===== src/rtl/wt_dcache_rd_arb.sv =====
// Purpose: N-port read arbiter between the L1 read ports and the cache array, with two priority classes and a starvation guard.
// Latency: grant is combinational (0 cycles); rd_rvalid_o follows the ack by exactly 1 cycle.
// Backpressure: stall_i or mem_gnt_i low withholds acks; requesters hold rd_req_i until acked.
module wt_dcache_rd_arb #(
    parameter int NumPorts = 3,
    parameter int TagW     = 44,
    parameter int IdxW     = 8,
    parameter int OffW     = 4,
    parameter int DataW    = 64,
    parameter int MaxStall = 16
) (
    input  logic                           clk_i,
    input  logic                           rst_ni,
    input  logic                           stall_i,
    input  logic [NumPorts-1:0]            rd_prio_i,
    input  logic [NumPorts-1:0]            rd_req_i,
    input  logic [NumPorts-1:0]            rd_tag_only_i,
    input  logic [NumPorts-1:0][TagW-1:0]  rd_tag_i,
    input  logic [NumPorts-1:0][IdxW-1:0]  rd_idx_i,
    input  logic [NumPorts-1:0][OffW-1:0]  rd_off_i,
    output logic [NumPorts-1:0]            rd_ack_o,
    output logic [NumPorts-1:0]            rd_rvalid_o,
    output logic [DataW-1:0]               rd_data_o,
    output logic                           mem_req_o,
    input  logic                           mem_gnt_i,
    output logic [TagW-1:0]                mem_tag_o,
    output logic [IdxW-1:0]                mem_idx_o,
    output logic [OffW-1:0]                mem_off_o,
    output logic                           mem_tag_only_o,
    input  logic [DataW-1:0]               mem_rdata_i,
    output logic                           busy_o
);

    localparam int PtrW = $clog2(NumPorts);
    // A zero-width counter is not legal, so keep one bit when promotion is disabled.
    localparam int CntW = (MaxStall > 0) ? $clog2(MaxStall + 1) : 1;
    localparam logic [CntW-1:0] MaxCnt = CntW'(MaxStall);

    logic [NumPorts-1:0] hi_req;
    logic [NumPorts-1:0] lo_req;
    logic [NumPorts-1:0] cls_req;
    logic [NumPorts-1:0] sel_oh;
    logic [NumPorts-1:0] resp_q;
    logic [PtrW-1:0]     ptr_hi;
    logic [PtrW-1:0]     ptr_lo;
    logic [PtrW-1:0]     scan_ptr;
    logic [PtrW-1:0]     cand;
    logic [PtrW-1:0]     sel_idx;
    logic [PtrW-1:0]     ptr_nxt;
    logic [CntW-1:0]     starve_cnt;
    logic                promote;
    logic                sel_lo;
    logic                found;
    logic                grant;

    // (base + off) mod NumPorts; off never exceeds NumPorts so one subtraction suffices.
    function automatic logic [PtrW-1:0] wrap_add(input logic [PtrW-1:0] base, input int off);
        int s;
        s = int'(base) + off;
        if (s >= NumPorts) begin
            s = s - NumPorts;
        end
        return PtrW'(s);
    endfunction

    assign hi_req = rd_req_i & rd_prio_i;
    assign lo_req = rd_req_i & ~rd_prio_i;

    // Low class wins when starved long enough, or when no high-priority port is asking.
    assign promote  = (MaxStall != 0) && (|lo_req) && (starve_cnt == MaxCnt);
    assign sel_lo   = promote || !(|hi_req);
    assign cls_req  = sel_lo ? lo_req : hi_req;
    assign scan_ptr = sel_lo ? ptr_lo : ptr_hi;

    // Round-robin scan: first requester of the chosen class at or after its pointer.
    always_comb begin
        found   = 1'b0;
        sel_idx = '0;
        cand    = '0;
        for (int i = 0; i < NumPorts; i++) begin
            cand = wrap_add(scan_ptr, i);
            if (!found && cls_req[cand]) begin
                found   = 1'b1;
                sel_idx = cand;
            end
        end
    end

    assign sel_oh  = found ? (NumPorts'(1) << sel_idx) : '0;
    assign ptr_nxt = wrap_add(sel_idx, 1);

    // rst_ni gates the request so nothing is granted while reset is held.
    assign mem_req_o      = (|rd_req_i) & ~stall_i & rst_ni;
    assign grant          = mem_req_o & mem_gnt_i;
    assign rd_ack_o       = sel_oh & {NumPorts{grant}};
    assign mem_tag_o      = rd_tag_i[sel_idx];
    assign mem_idx_o      = rd_idx_i[sel_idx];
    assign mem_off_o      = rd_off_i[sel_idx];
    assign mem_tag_only_o = rd_tag_only_i[sel_idx];

    // Advance only the pointer of the class that actually won an accepted grant.
    always_ff @(posedge clk_i) begin
        if (!rst_ni) begin
            ptr_hi <= '0;
            ptr_lo <= '0;
        end else if (grant) begin
            if (sel_lo) begin
                ptr_lo <= ptr_nxt;
            end else begin
                ptr_hi <= ptr_nxt;
            end
        end
    end

    // Count cycles a low-priority request waits; collisions count, stalls do not.
    always_ff @(posedge clk_i) begin
        if (!rst_ni) begin
            starve_cnt <= '0;
        end else if (grant && sel_lo) begin
            starve_cnt <= '0;
        end else if ((|lo_req) && !stall_i && (starve_cnt != MaxCnt)) begin
            starve_cnt <= starve_cnt + 1'b1;
        end
    end

    // Remember who was granted so the array data one cycle later is tagged for them.
    always_ff @(posedge clk_i) begin
        if (!rst_ni) begin
            resp_q <= '0;
        end else begin
            resp_q <= rd_ack_o;
        end
    end

    assign rd_rvalid_o = resp_q;
    assign rd_data_o   = mem_rdata_i;
    assign busy_o      = (|rd_req_i) | (|resp_q);

    // A requester must keep asking until it has been acknowledged.
    for (genvar p = 0; p < NumPorts; p++) begin : g_req_hold
        a_req_hold: assert property (@(posedge clk_i) disable iff (!rst_ni)
            (rd_req_i[p] && !rd_ack_o[p]) |=> rd_req_i[p]);
    end

endmodule


===== config.mk =====
export PLATFORM = sky130hd
export DESIGN_NAME = wt_dcache_rd_arb
export DESIGN_NICKNAME = d
export VERILOG_FILES = /design/src/rtl/wt_dcache_rd_arb.sv
export SDC_FILE = /design/constraint.sdc
export NUM_CORES = 1
export LEC_CHECK = 0
export ABC_CLOCK_PERIOD_IN_PS = 8600
export BUFFER_PORTS_ARGS = -buffer_cell sky130_fd_sc_hd__buf_4
export CAP_MARGIN = 5
export CORE_AREA = 5 5 143 145
export CTS_CLUSTER_DIAMETER = 150
export DETAILED_ROUTE_END_ITERATION = 8
export DIE_AREA = 0 0 148 150
export GPL_ROUTABILITY_DRIVEN = 1
export GPL_TIMING_DRIVEN = 0
export PLACE_DENSITY_LB_ADDON = 0.15
export SLEW_MARGIN = 40
export SYNTH_ARGS = -nofsm -noshare
export SYNTH_HDL_FRONTEND = slang
export SYNTH_SLANG_ARGS = --single-unit

===== constraint.sdc =====
create_clock -name clk_i -period 8.6 [get_ports clk_i]
set_input_delay 1.72 -clock clk_i [delete_from_list [all_inputs] [get_ports clk_i]]
set_output_delay 1.72 -clock clk_i [all_outputs]
set_load 0.01 [all_outputs]

# == Yosys cells after proc, flatten, opt, wreduce, memory -nomap -nowiden ==
# Cells that the tools add are included.
# classes
n_div,0
reduce_logical,18
n_mul,0
bitwise_logic,11
n_shift,1
eq_ne,2
n_lt_le_gt_ge,8
muxes,27
add_sub_neg,8
# ops
cell,count
44-bit binary-select mux with 2-bit select,1
44-bit 2-to-1 mux,1
8-bit binary-select mux with 2-bit select,1
2-bit 2-to-1 mux,8
2-bit by 3-bit less-than comparator with 1-bit output (second input constant),4
3-bit OR reduction,4
3-bit AND,3
3-bit by 2-bit >= comparator with 1-bit output (second input constant),3
1-bit binary-select mux with 2-bit select,4
4-bit binary-select mux with 2-bit select,1
8-bit 2-to-1 mux,1
2-bit subtractor (second input constant),4
1-bit 2-to-1 mux,7
2-bit by 1-bit adder with 3-bit output (second input constant),2
1-bit logical AND,6
3-bit 2-to-1 mux,2
5-bit by 1-bit adder with 5-bit output (second input constant),1
5-bit equality test (second input constant),1
5-bit inequality test (second input constant),1
1-bit zero test,4
4-bit 2-to-1 mux,1
2-bit AND reduction,2
2-bit by 2-bit adder with 3-bit output (second input constant),1
1-bit AND,3
other kinds (7),9
# totals
rom_bits,0
latchBits,0
ram_bits,0
register_bits,12
mem_count,0
input_bits,245
word_cells,79
output_inout_bits,129

# == Logic depth before layout (Yosys ltp) ==
# Gate-level depths: netlist of run 1.
# logic_depth
ltp_word,20
depth_mapped,17
depth_no_buf,14

# == Worst setup path before layout of run 1 ==
# OpenSTA, ideal clock, no wires.
# synth_timing
kind,input to output
start,input port rd_req_i[2]
end,output port mem_tag_o[10]
path_slack_ns,2.588
path_stages,13
path_buffers,2
arrival_ns,4.292
required_time_ns,6.880
path_cell_list,nor2b_1 o31ai_2 nand2_1 mux2_2 ha_1 inv_1 a31oi_1 nor4bb_1 a21oi_2 buf_6 buf_6 mux2i_1 a21oi_1
# synth_between
elab_chain_cells,18
word_cells_on_any_way,37
cone_classes,5 x add/sub; 3 x order compare; 18 x mux; 2 x bitwise; 9 x reduce/logical
# synth_lines
element,line_no,source
start: declaration,16,"input logic [NumPorts-1:0] rd_req_i,"
branches (longest 15 deep; another with 2-bit by 1-bit adder with 3-bit output),n/a,
2-bit 2-to-1 mux *,82,if (!found && cls_req[cand]) begin
44-bit binary-select mux with 2-bit select *,96,assign mem_tag_o = rd_tag_i[sel_idx];
44-bit 2-to-1 mux (not written as such) *,96,
end: declaration,26,"output logic [TagW-1:0] mem_tag_o,"
# Mark *: on every way between the ends. The select of a mux whose other input is x is not followed.

# == Worst setup path after layout of run 1 ==
# layout_timing
start,input port rd_req_i[2]
end,output port rd_ack_o[2]
# layout_between
elab_chain_cells,19
word_cells_on_any_way,43
cone_classes,5 x add/sub; 3 x order compare; 1 x shift; 18 x mux; 6 x bitwise; 10 x reduce/logical
# layout_lines
element,line_no,source
branches (longest 18 deep; another with 2-bit by 1-bit adder with 3-bit output),n/a,
3-bit AND *,95,assign rd_ack_o = sel_oh & {NumPorts{grant}};
end: declaration,21,"output logic [NumPorts-1:0] rd_ack_o,"
# Marked as above.

==> results by group, run 1 <==
Run status
  • Status: finished, final reports clean

Logic synthesis
  • Commonest cells post-synth: 67 x nor2_1, 65 x buf_4, 61 x a21oi_1, 61 x mux2i_1, 18 x nand2_1
  • Synthesis-stage register bit count: 12
  • Post-Synthesis Cells: ~370
  • Synth top area cells: mux2i_1 23%, buf_4 19%, a21oi_1 12%
  • Ys Warns: 0
  • Ys async rst share: 0%
  • Mapped Nets: roughly 620
  • Mapped cell area: around 2600 um^2
  • Largest area contributor in the netlist: mux2i_1
  • Post-synth EDFFs: 0
  • Most frequent cell after synthesis: nor2_1
  • Ys flop type: dfxtp_1
  • Cell variety after synth: 45
  • Seq/Total Area, Yosys: ~9.2%
  • Avg Cell Area, Syn: about 7 um^2
  • Synth top area share: 23.4%

Power
  • Worst IR drop on VDD: roughly 0.000083 V
  • Lkg Pwr: between 2 and 3 nW
  • Pwr Density: roughly 91 nW/um^2

Worst setup path
  • R2R depth: 16
  • CP max stage delay: between 0.4 and 0.5 ns
  • CP top delay family: buffers and inverters
  • Critical path required time: 6.88 ns
  • Crit path kind: primary input to output pin
  • Crit path launch type: primary input
  • Worst Path Arrival: between 5 and 6 ns
  • Worst path depth: 15
  • CP max FO: 10
  • Most used cell, CP: buf_4
  • Slowest-stage cell, CP: clkbuf_1
  • Crit-path cells: buf_4 -> nor2b_1 -> o31ai_2 -> nand2_1 -> mux2_2 -> ha_1 -> a211oi_1 -> a211o_1 -> buf_2 -> buf_4 -> clkbuf_1 -> inv_1 -> ha_1 -> and2_1 -> buf_4
  • Setup crit end kind: output pin
  • Worst path bufs/invs: 6

Floorplanning
  • Die ar.: 22200 um^2
  • Site Rows: between 50 and 60
  • Width of the die: about 150 um
  • Die Span Y: ~150 um
  • Core area: between 15000 and 20000 um^2
  • Starting Density: 13.7%
  • Num ports: about 370

Drt
  • Drt pass-1 iters: 4
  • Vias per cell: about 4.0
  • First DRT Iteration DRCs: 106
  • Via count: ~3700
  • ANT nets after route: 0
  • Wirelength per Cell: between 15 and 20 um
  • DR DRC count: 0
  • Total Wirelength: 16100 um

Layout
  • Fin nets: approximately 940
  • Layout cells sized above 1: 57.6%
  • Core Util, Final: roughly 28%
  • Layout area overhead: 103%
  • Final-layout fill cell count: approximately 2100

Timing
  • Worst-margin pin slew: between 0.6 and 0.7 ns
  • Final period utilization: 79.0%
  • Worst setup margin: approximately 1.8 ns
  • Setup violators final: 0
  • RSZ-0062 raised after global routing: no
  • Slew Viols, Final: 0
  • Clock Skews: 0.00274 ns
  • Setup TNS: 0 ns
  • Peak Freq: approximately 150 MHz
  • Hold Fails Final Rpt: 0
  • Period minus WS final: 6.79 ns
  • Headroom to the max-slew limit: between 50% and 60%

Clock network
  • CTS Sinks: 12
  • Root buf cell: clkbuf_16
  • H-tree depth: 1
  • CTS tree: yes
  • Resized cells post-CTS: 0
  • Cts hold-fix bufs: 0
  • Clock tree buffer depth: 2
  • CTS buffer count: 3
  • Worst skew pair latency: 0.23 ns
  • CTS clk-pin slew, worst paths: ~0.04 ns
  • Post-CTS Setup Inserts: 0

GRT
  • Global-route wire length before repair: between 20000 and 25000 um
  • All-Layer GR Usage: between 10 and 15%
  • Pin count of the biggest net entering global routing: 11
  • Vias in the first global route: roughly 4000
  • Initial antenna violation count: 1
  • Gr ovfl total: 0

Hold path
  • Worst hold path cell count: 2
  • Min-delay worst type: flip-flop to flip-flop

Place
  • Routability cong.: ~0.82
  • Port bufs: about 310
  • Post-DP HPWL: 14400 um
  • Setup Slack @ Placement: 1.75 ns

Flow run
  • Max Cap Violations: 0
==> worst register-to-register path, stage by stage (launching register included) <==
cell and delay [ns]:
dfxtp_1 0.38, inv_1 0.06, ha_1 0.19, and4bb_2 0.28, o31ai_2 0.12, nand2_1 0.19, mux2_2 0.31, ha_1 0.33
a211oi_1 0.24, a211o_1 0.13, buf_2 0.22, buf_4 0.23, clkbuf_1 0.42, inv_1 0.10, ha_1 0.33, nand2_1 0.06
o21ai_0 0.07
==> placed cells by master, fill, tap and decap left out, drive strengths merged, types with 2 or more instances in the layout <==
| cell type | n |
|---|---|
| and2 | 3 |
| nand2b | 2 |
| buf | 381 |
| a31oi | 2 |
| nor3 | 4 |
| o221ai | 2 |
| clkbuf | 14 |
| inv | 4 |
| dfxtp | 12 |
| mux2i | 61 |
| or2 | 2 |
| nand4b | 2 |
| o21a | 2 |
| nor2 | 67 |
| nor2b | 7 |
| o21ai | 7 |
| and3b | 2 |
| a21oi | 62 |
| a311o | 2 |
| a22oi | 2 |
| ha | 4 |
| and3 | 2 |
| nand4 | 2 |
| nand2 | 18 |
| o31ai | 2 |
| xor2 | 3 |
==> state kept, by name, indices dropped and copies added, names as in the netlist <==
name and cells:
ptr_lo 2, ptr_hi 2, starve_cnt 5, rd_rvalid_o 3
==> path summary, 6_finish.rpt <==
kind	startpoint	slack (ns)	end
setup / recovery	rd_req_i[2]	1.81	rd_ack_o[2]
hold / removal	ptr_lo[1]	0.49	ptr_lo[1]
setup reg to reg	starve_cnt[0]	4.81	ptr_lo[0]
hold reg to reg	ptr_lo[1]	0.49	ptr_lo[1]
==> per-layer routing <==
layer	vias up	GRT usage, %	wire (um)
met2	173	24.8	8980
met3	16	3.48	1170
met4	0	2.36	296
met1	1683	14.0	5690
met5	-	0	0
li1	1859	-	-
==> metrics by stage <==
step	cells	power [mW]	hold slack, ns	cell area (um^2)
global route	923	0.520	0.513	5310
finish	923	0.485	0.490	5310
CTS	922	0.493	0.496	5310
detailed placement	919	0.409	0.491	5230
floorplan	372	0.219	0.453	2610
global placement	919	0.407	0.477	5230
==> area by class of cell <==
class | instances | area (um^2) | area share [%]
repair buffers | 309 | 2320 | 43.7
plain buffers | 83 | 589 | 11.1
flip-flops and latches | 12 | 240 | 4.53
inverters | 4 | 15.0 | 0.283
multi-input cells | 273 | 1770 | 33.3
diodes | 1 | 2.50 | 0.0471
clock buffers | 3 | 75.1 | 1.41
well taps | 238 | 298 | 5.61
==> where the power goes <==
part	total [mW]	leakage [nW]	switching (mW)	internal, mW
combinational	0.343	2.79	0.152	0.191
sequential	0.0595	0.0972	0.00171	0.0578
clock	0.0822	0.0370	0.0219	0.0604
==> logic make-up (layout without fill, tap and decap cells) <==
logic type      Yosys count  in the layout  share of synthesized area, %
xor+xnor                  4              4                          1.34
buf+inv                  87            399                          23.1
simple gates            115            115                          20.1
mux                      62             62                          23.8
flops                    12             12                          9.19
fa+ha+maj                 4              4                          1.91
compound gates           88             88                          20.5
other cells               0              1                             0
Note: power is estimated with default switching activity, not from simulation.
==> run 2, diff against run 1 <==
--- a/config.mk
+++ b/config.mk
@@ -5,13 +5,14 @@
 export SDC_FILE = /design/constraint.sdc
 export NUM_CORES = 1
 export LEC_CHECK = 0
-export ABC_CLOCK_PERIOD_IN_PS = 8600
+export ABC_AREA = 1
+export ABC_CLOCK_PERIOD_IN_PS = 6300
 export BUFFER_PORTS_ARGS = -buffer_cell sky130_fd_sc_hd__buf_4
 export CAP_MARGIN = 5
-export CORE_AREA = 5 5 143 145
+export CORE_AREA = 5 5 140 142
 export CTS_CLUSTER_DIAMETER = 150
 export DETAILED_ROUTE_END_ITERATION = 8
-export DIE_AREA = 0 0 148 150
+export DIE_AREA = 0 0 145 147
 export GPL_ROUTABILITY_DRIVEN = 1
 export GPL_TIMING_DRIVEN = 0
 export PLACE_DENSITY_LB_ADDON = 0.15
==> constraint.sdc (replaced) <==
create_clock -name clk_i -period 6.3 [get_ports clk_i]
set_input_delay 1.26 -clock clk_i [delete_from_list [all_inputs] [get_ports clk_i]]
set_output_delay 1.26 -clock clk_i [all_outputs]
set_load 0.01 [all_outputs]
==> run 2 against run 1 <==
Synthesized area up 29%. First-iteration DRC count up 5.7%. Global-route usage up 1.8 points. Synthesized cell count up 73%. Critical path type unchanged. Largest cell class unchanged. Register-to-register slack worse by 1.7 ns. Highest routed layer unchanged. Routed wire length up 4.9%. Count of clock-buffer cells in the layout up 1. Power up 140%. Worst hold slack worse by 0.015 ns. Largest power group unchanged. Non-clock buffer count up 11. Sequential share of layout area down 0.57 points. Core utilization up 5.3 points.
==> results by group, run 2 <==
Timing
  • Period minus WS final: slightly above 5 ns
  • Slew Viols, Final: 0 (unchanged)
  • Worst-margin pin slew: 0.521 ns (-0.167 ns)
  • Final period utilization: 82.2%
  • Clock Skews: 0.00116 ns (-0.00158 ns)
  • Worst setup margin: 1.12 ns (-0.688 ns)
  • RSZ-0062 raised after global routing: no
  • Headroom to the max-slew limit: 65.0% (+11 points)
  • Peak Freq: a little under 200 MHz
  • Hold Fails Final Rpt: 0 (unchanged)
  • Setup violators final: 0 (unchanged)
  • Setup TNS: 0 ns (unchanged)

Flow run
  • Max Cap Violations: 0 (unchanged)

Drt
  • Drt pass-1 iters: 4 (unchanged)
  • Wirelength per Cell: 14.2 um (-19%)
  • DR DRC count: 0 (unchanged)
  • Vias per cell: 3.99 (-1.2%)
  • Total Wirelength: 16900 um (+4.9%)
  • ANT nets after route: 0 (unchanged)
  • First DRT Iteration DRCs: 112 (+5.7%)
  • Via count: 4762 (+28%)

Logic synthesis
  • Avg Cell Area, Syn: 5.22 um^2 (-26%)
  • Synth Area in XOR/XNOR: 0% (-1.3 points)
  • Synth Area in Compound Gates: 2.49% (-18 points)
  • Simple-gate share of the synthesized area: 53.3% (+33 points)
  • Synthesis-stage register bit count: 12 (unchanged)
  • Ys flop type: dfxtp_1
  • Largest area contributor in the netlist: nand2_1
  • Post-synth EDFFs: 0 (unchanged)
  • Ys async rst share: 0% (unchanged)
  • Post-Synthesis Cells: 645 (+73%)
  • Commonest cells post-synth: 209 x nand2_1, 131 x inv_1, 130 x nand3_1, 68 x buf_4, 18 x buf_2
  • Ys Warns: 0 (unchanged)
  • Mapped cell area: 3370 um^2 (+29%)
  • Synth Area in Adders: 1.49% (-0.43 points)
  • Multiplexer area fraction after synthesis: 0% (-24 points)
  • Largest family of logic cells by synthesized area: simple AND/OR/NAND/NOR gates
  • Synth top area share: 23.3% (-0.052 points)
  • Most frequent cell after synthesis: nand2_1
  • Synth top area cells: nand2_1 23%, nand3_1 19%, buf_4 15%
  • Seq/Total Area, Yosys: 7.14% (-2.1 points)
  • Mapped Nets: 894 (+44%)
  • Cell variety after synth: 30 (-33%)

GRT
  • Initial antenna violation count: 0 (-1)
  • Gr ovfl total: 0 (unchanged)
  • All-Layer GR Usage: 14.7% (+1.8 points)
  • Vias in the first global route: 4715 (+18%)
  • Pin count of the biggest net entering global routing: 11 (unchanged)
  • Global-route wire length before repair: 26000 um (+17%)

Run status
  • Status: finished, final reports clean

Clock network
  • Clock tree buffer depth: 2 (unchanged)
  • H-tree depth: 1 (unchanged)
  • Root buf cell: clkbuf_16
  • CTS clk-pin slew, worst paths: 0.04 ns (about the same)
  • CTS Sinks: 12 (unchanged)
  • Worst skew pair latency: 0.24 ns (about the same)
  • CTS buffer count: 3 (unchanged)
  • Cts hold-fix bufs: 0 (unchanged)
  • Resized cells post-CTS: 0 (unchanged)
  • CTS tree: yes
  • Post-CTS Setup Inserts: 0 (unchanged)

Worst setup path
  • CP max stage delay: 0.32 ns (-0.10 ns)
  • CP max FO: 10 (unchanged)
  • CP top delay family: simple AND/OR/NAND/NOR gates
  • Most used cell, CP: nand3_1
  • Worst path bufs/invs: 5 (-1)
  • Worst Path Arrival: 3.92 ns (-1.15 ns)
  • Crit path launch type: primary input
  • Worst path depth: 17 (+2)
  • Crit path kind: primary input to output pin
  • R2r setup slk: 3.08 ns (-1.73 ns)
  • R2R depth: 20 (+4)
  • Slowest-stage cell, CP: ha_1
  • Setup crit end kind: output pin
  • Crit-path cells: buf_4 -> nand2_1 -> nand3_2 -> nand3_1 -> nand2_4 -> ha_1 -> inv_1 -> nand3_1 -> nand2_1 -> nand3_1 -> nand4_2 -> buf_2 -> buf_2 -> nand3_1 -> nand3_1 -> nand2_1 -> buf_4
  • Critical path required time: 5.04 ns (-1.84 ns)

Floorplanning
  • Width of the die: 145 um (-2.0%)
  • Starting Density: 18.4% (+4.7 points)
  • Num ports: 374 (unchanged)
  • Die ar.: 21300 um^2 (-4.0%)
  • Site Rows: 50 (-2.0%)
  • Die Span Y: 147 um (-2.0%)
  • Core area: 18300 um^2 (-3.9%)

Hold path
  • Worst hold path cell count: 2 (unchanged)
  • Min-delay worst type: flip-flop to flip-flop

Layout
  • Fin nets: 1208 (+29%)
  • Most frequent cells in the layout: 377 x buf_4, 209 x nand2_1, 131 x inv_1
  • Non-Filler Instances: 1192 (+29%)
  • Core Util, Final: 33.1% (+5.3 points)
  • Biggest register: starve_cnt
  • Layout area overhead: 80.3%
  • Layout cells sized above 1: 45.5% (-12 points)
  • Antenna Cells: 0 (-1)
  • Max FFs per register: 5 (unchanged)
  • Commonest non-fill, non-tap cell in the layout: buf_4

Power
  • Lkg Pwr: 3.77 nW (+29%)
  • Pwr Density: 191 nW/um^2 (+110%)
  • Worst IR drop on VDD: 0.000255 V (+210%)

Place
  • Port bufs: 309 (unchanged)
  • Setup Slack @ Placement: 1.03 ns (-0.712 ns)
  • Post-DP HPWL: 14500 um (+0.55%)
  • Routability cong.: 0.811 (-1.1%)
  • DP Cell Count: 1188 (+29%)
-- run 2: layout make-up --
class / count / area, um^2
plain buffers: 94 / 676
clock buffers: 4 / 88.8
fillers: 2095 / 12300
inverters: 138 / 520
multi-input cells: 401 / 1930
flip-flops and latches: 12 / 240
well taps: 234 / 293
repair buffers: 309 / 2320
-- run 2: path summary, 6_finish.rpt --
check                      from             to
setup / recovery    rd_req_i[2]  mem_tag_o[23]
hold / removal        ptr_hi[0]      ptr_hi[0]
setup reg to reg  starve_cnt[0]      ptr_hi[0]
hold reg to reg       ptr_hi[0]      ptr_hi[0]
-- run 2: cell families after synthesis --
family,Yosys count
compound gates,14
fa+ha+maj,4
buf+inv,232
flops,12
simple gates,383
-- run 2: power by group --
| part | switching [mW] | total, mW | internal (mW) |
|---|---|---|---|
| registers | 0.00181 | 0.0811 | 0.0793 |
| clock network | 0.0333 | 0.129 | 0.0958 |
| logic | 0.497 | 0.948 | 0.450 |
-- run 2: worst min-delay path, stage by stage, from the launching register on --
cell and delay (ns):
dfxtp_1 0.30, inv_1 0.07, a21oi_1 0.06
-- run 2: per-stage QoR --
step	cell area, um^2	total power [mW]	hold WS (ns)
final	6070	1.16	0.475
after global routing	6070	1.27	0.505
after CTS	6070	1.18	0.471
after detailed placement	5980	1.05	0.464
after global placement	5980	1.05	0.463
after floorplan	3370	0.581	0.445
-- run 2: metal layers --
| layer | track usage (%) | routed length [um] |
|---|---|---|
| met3 | 2.90 | 1080 |
| met5 | 0 | 0 |
| met4 | 1.74 | 208 |
| met1 | 18.0 | 6880 |
| met2 | 27.2 | 8760 |
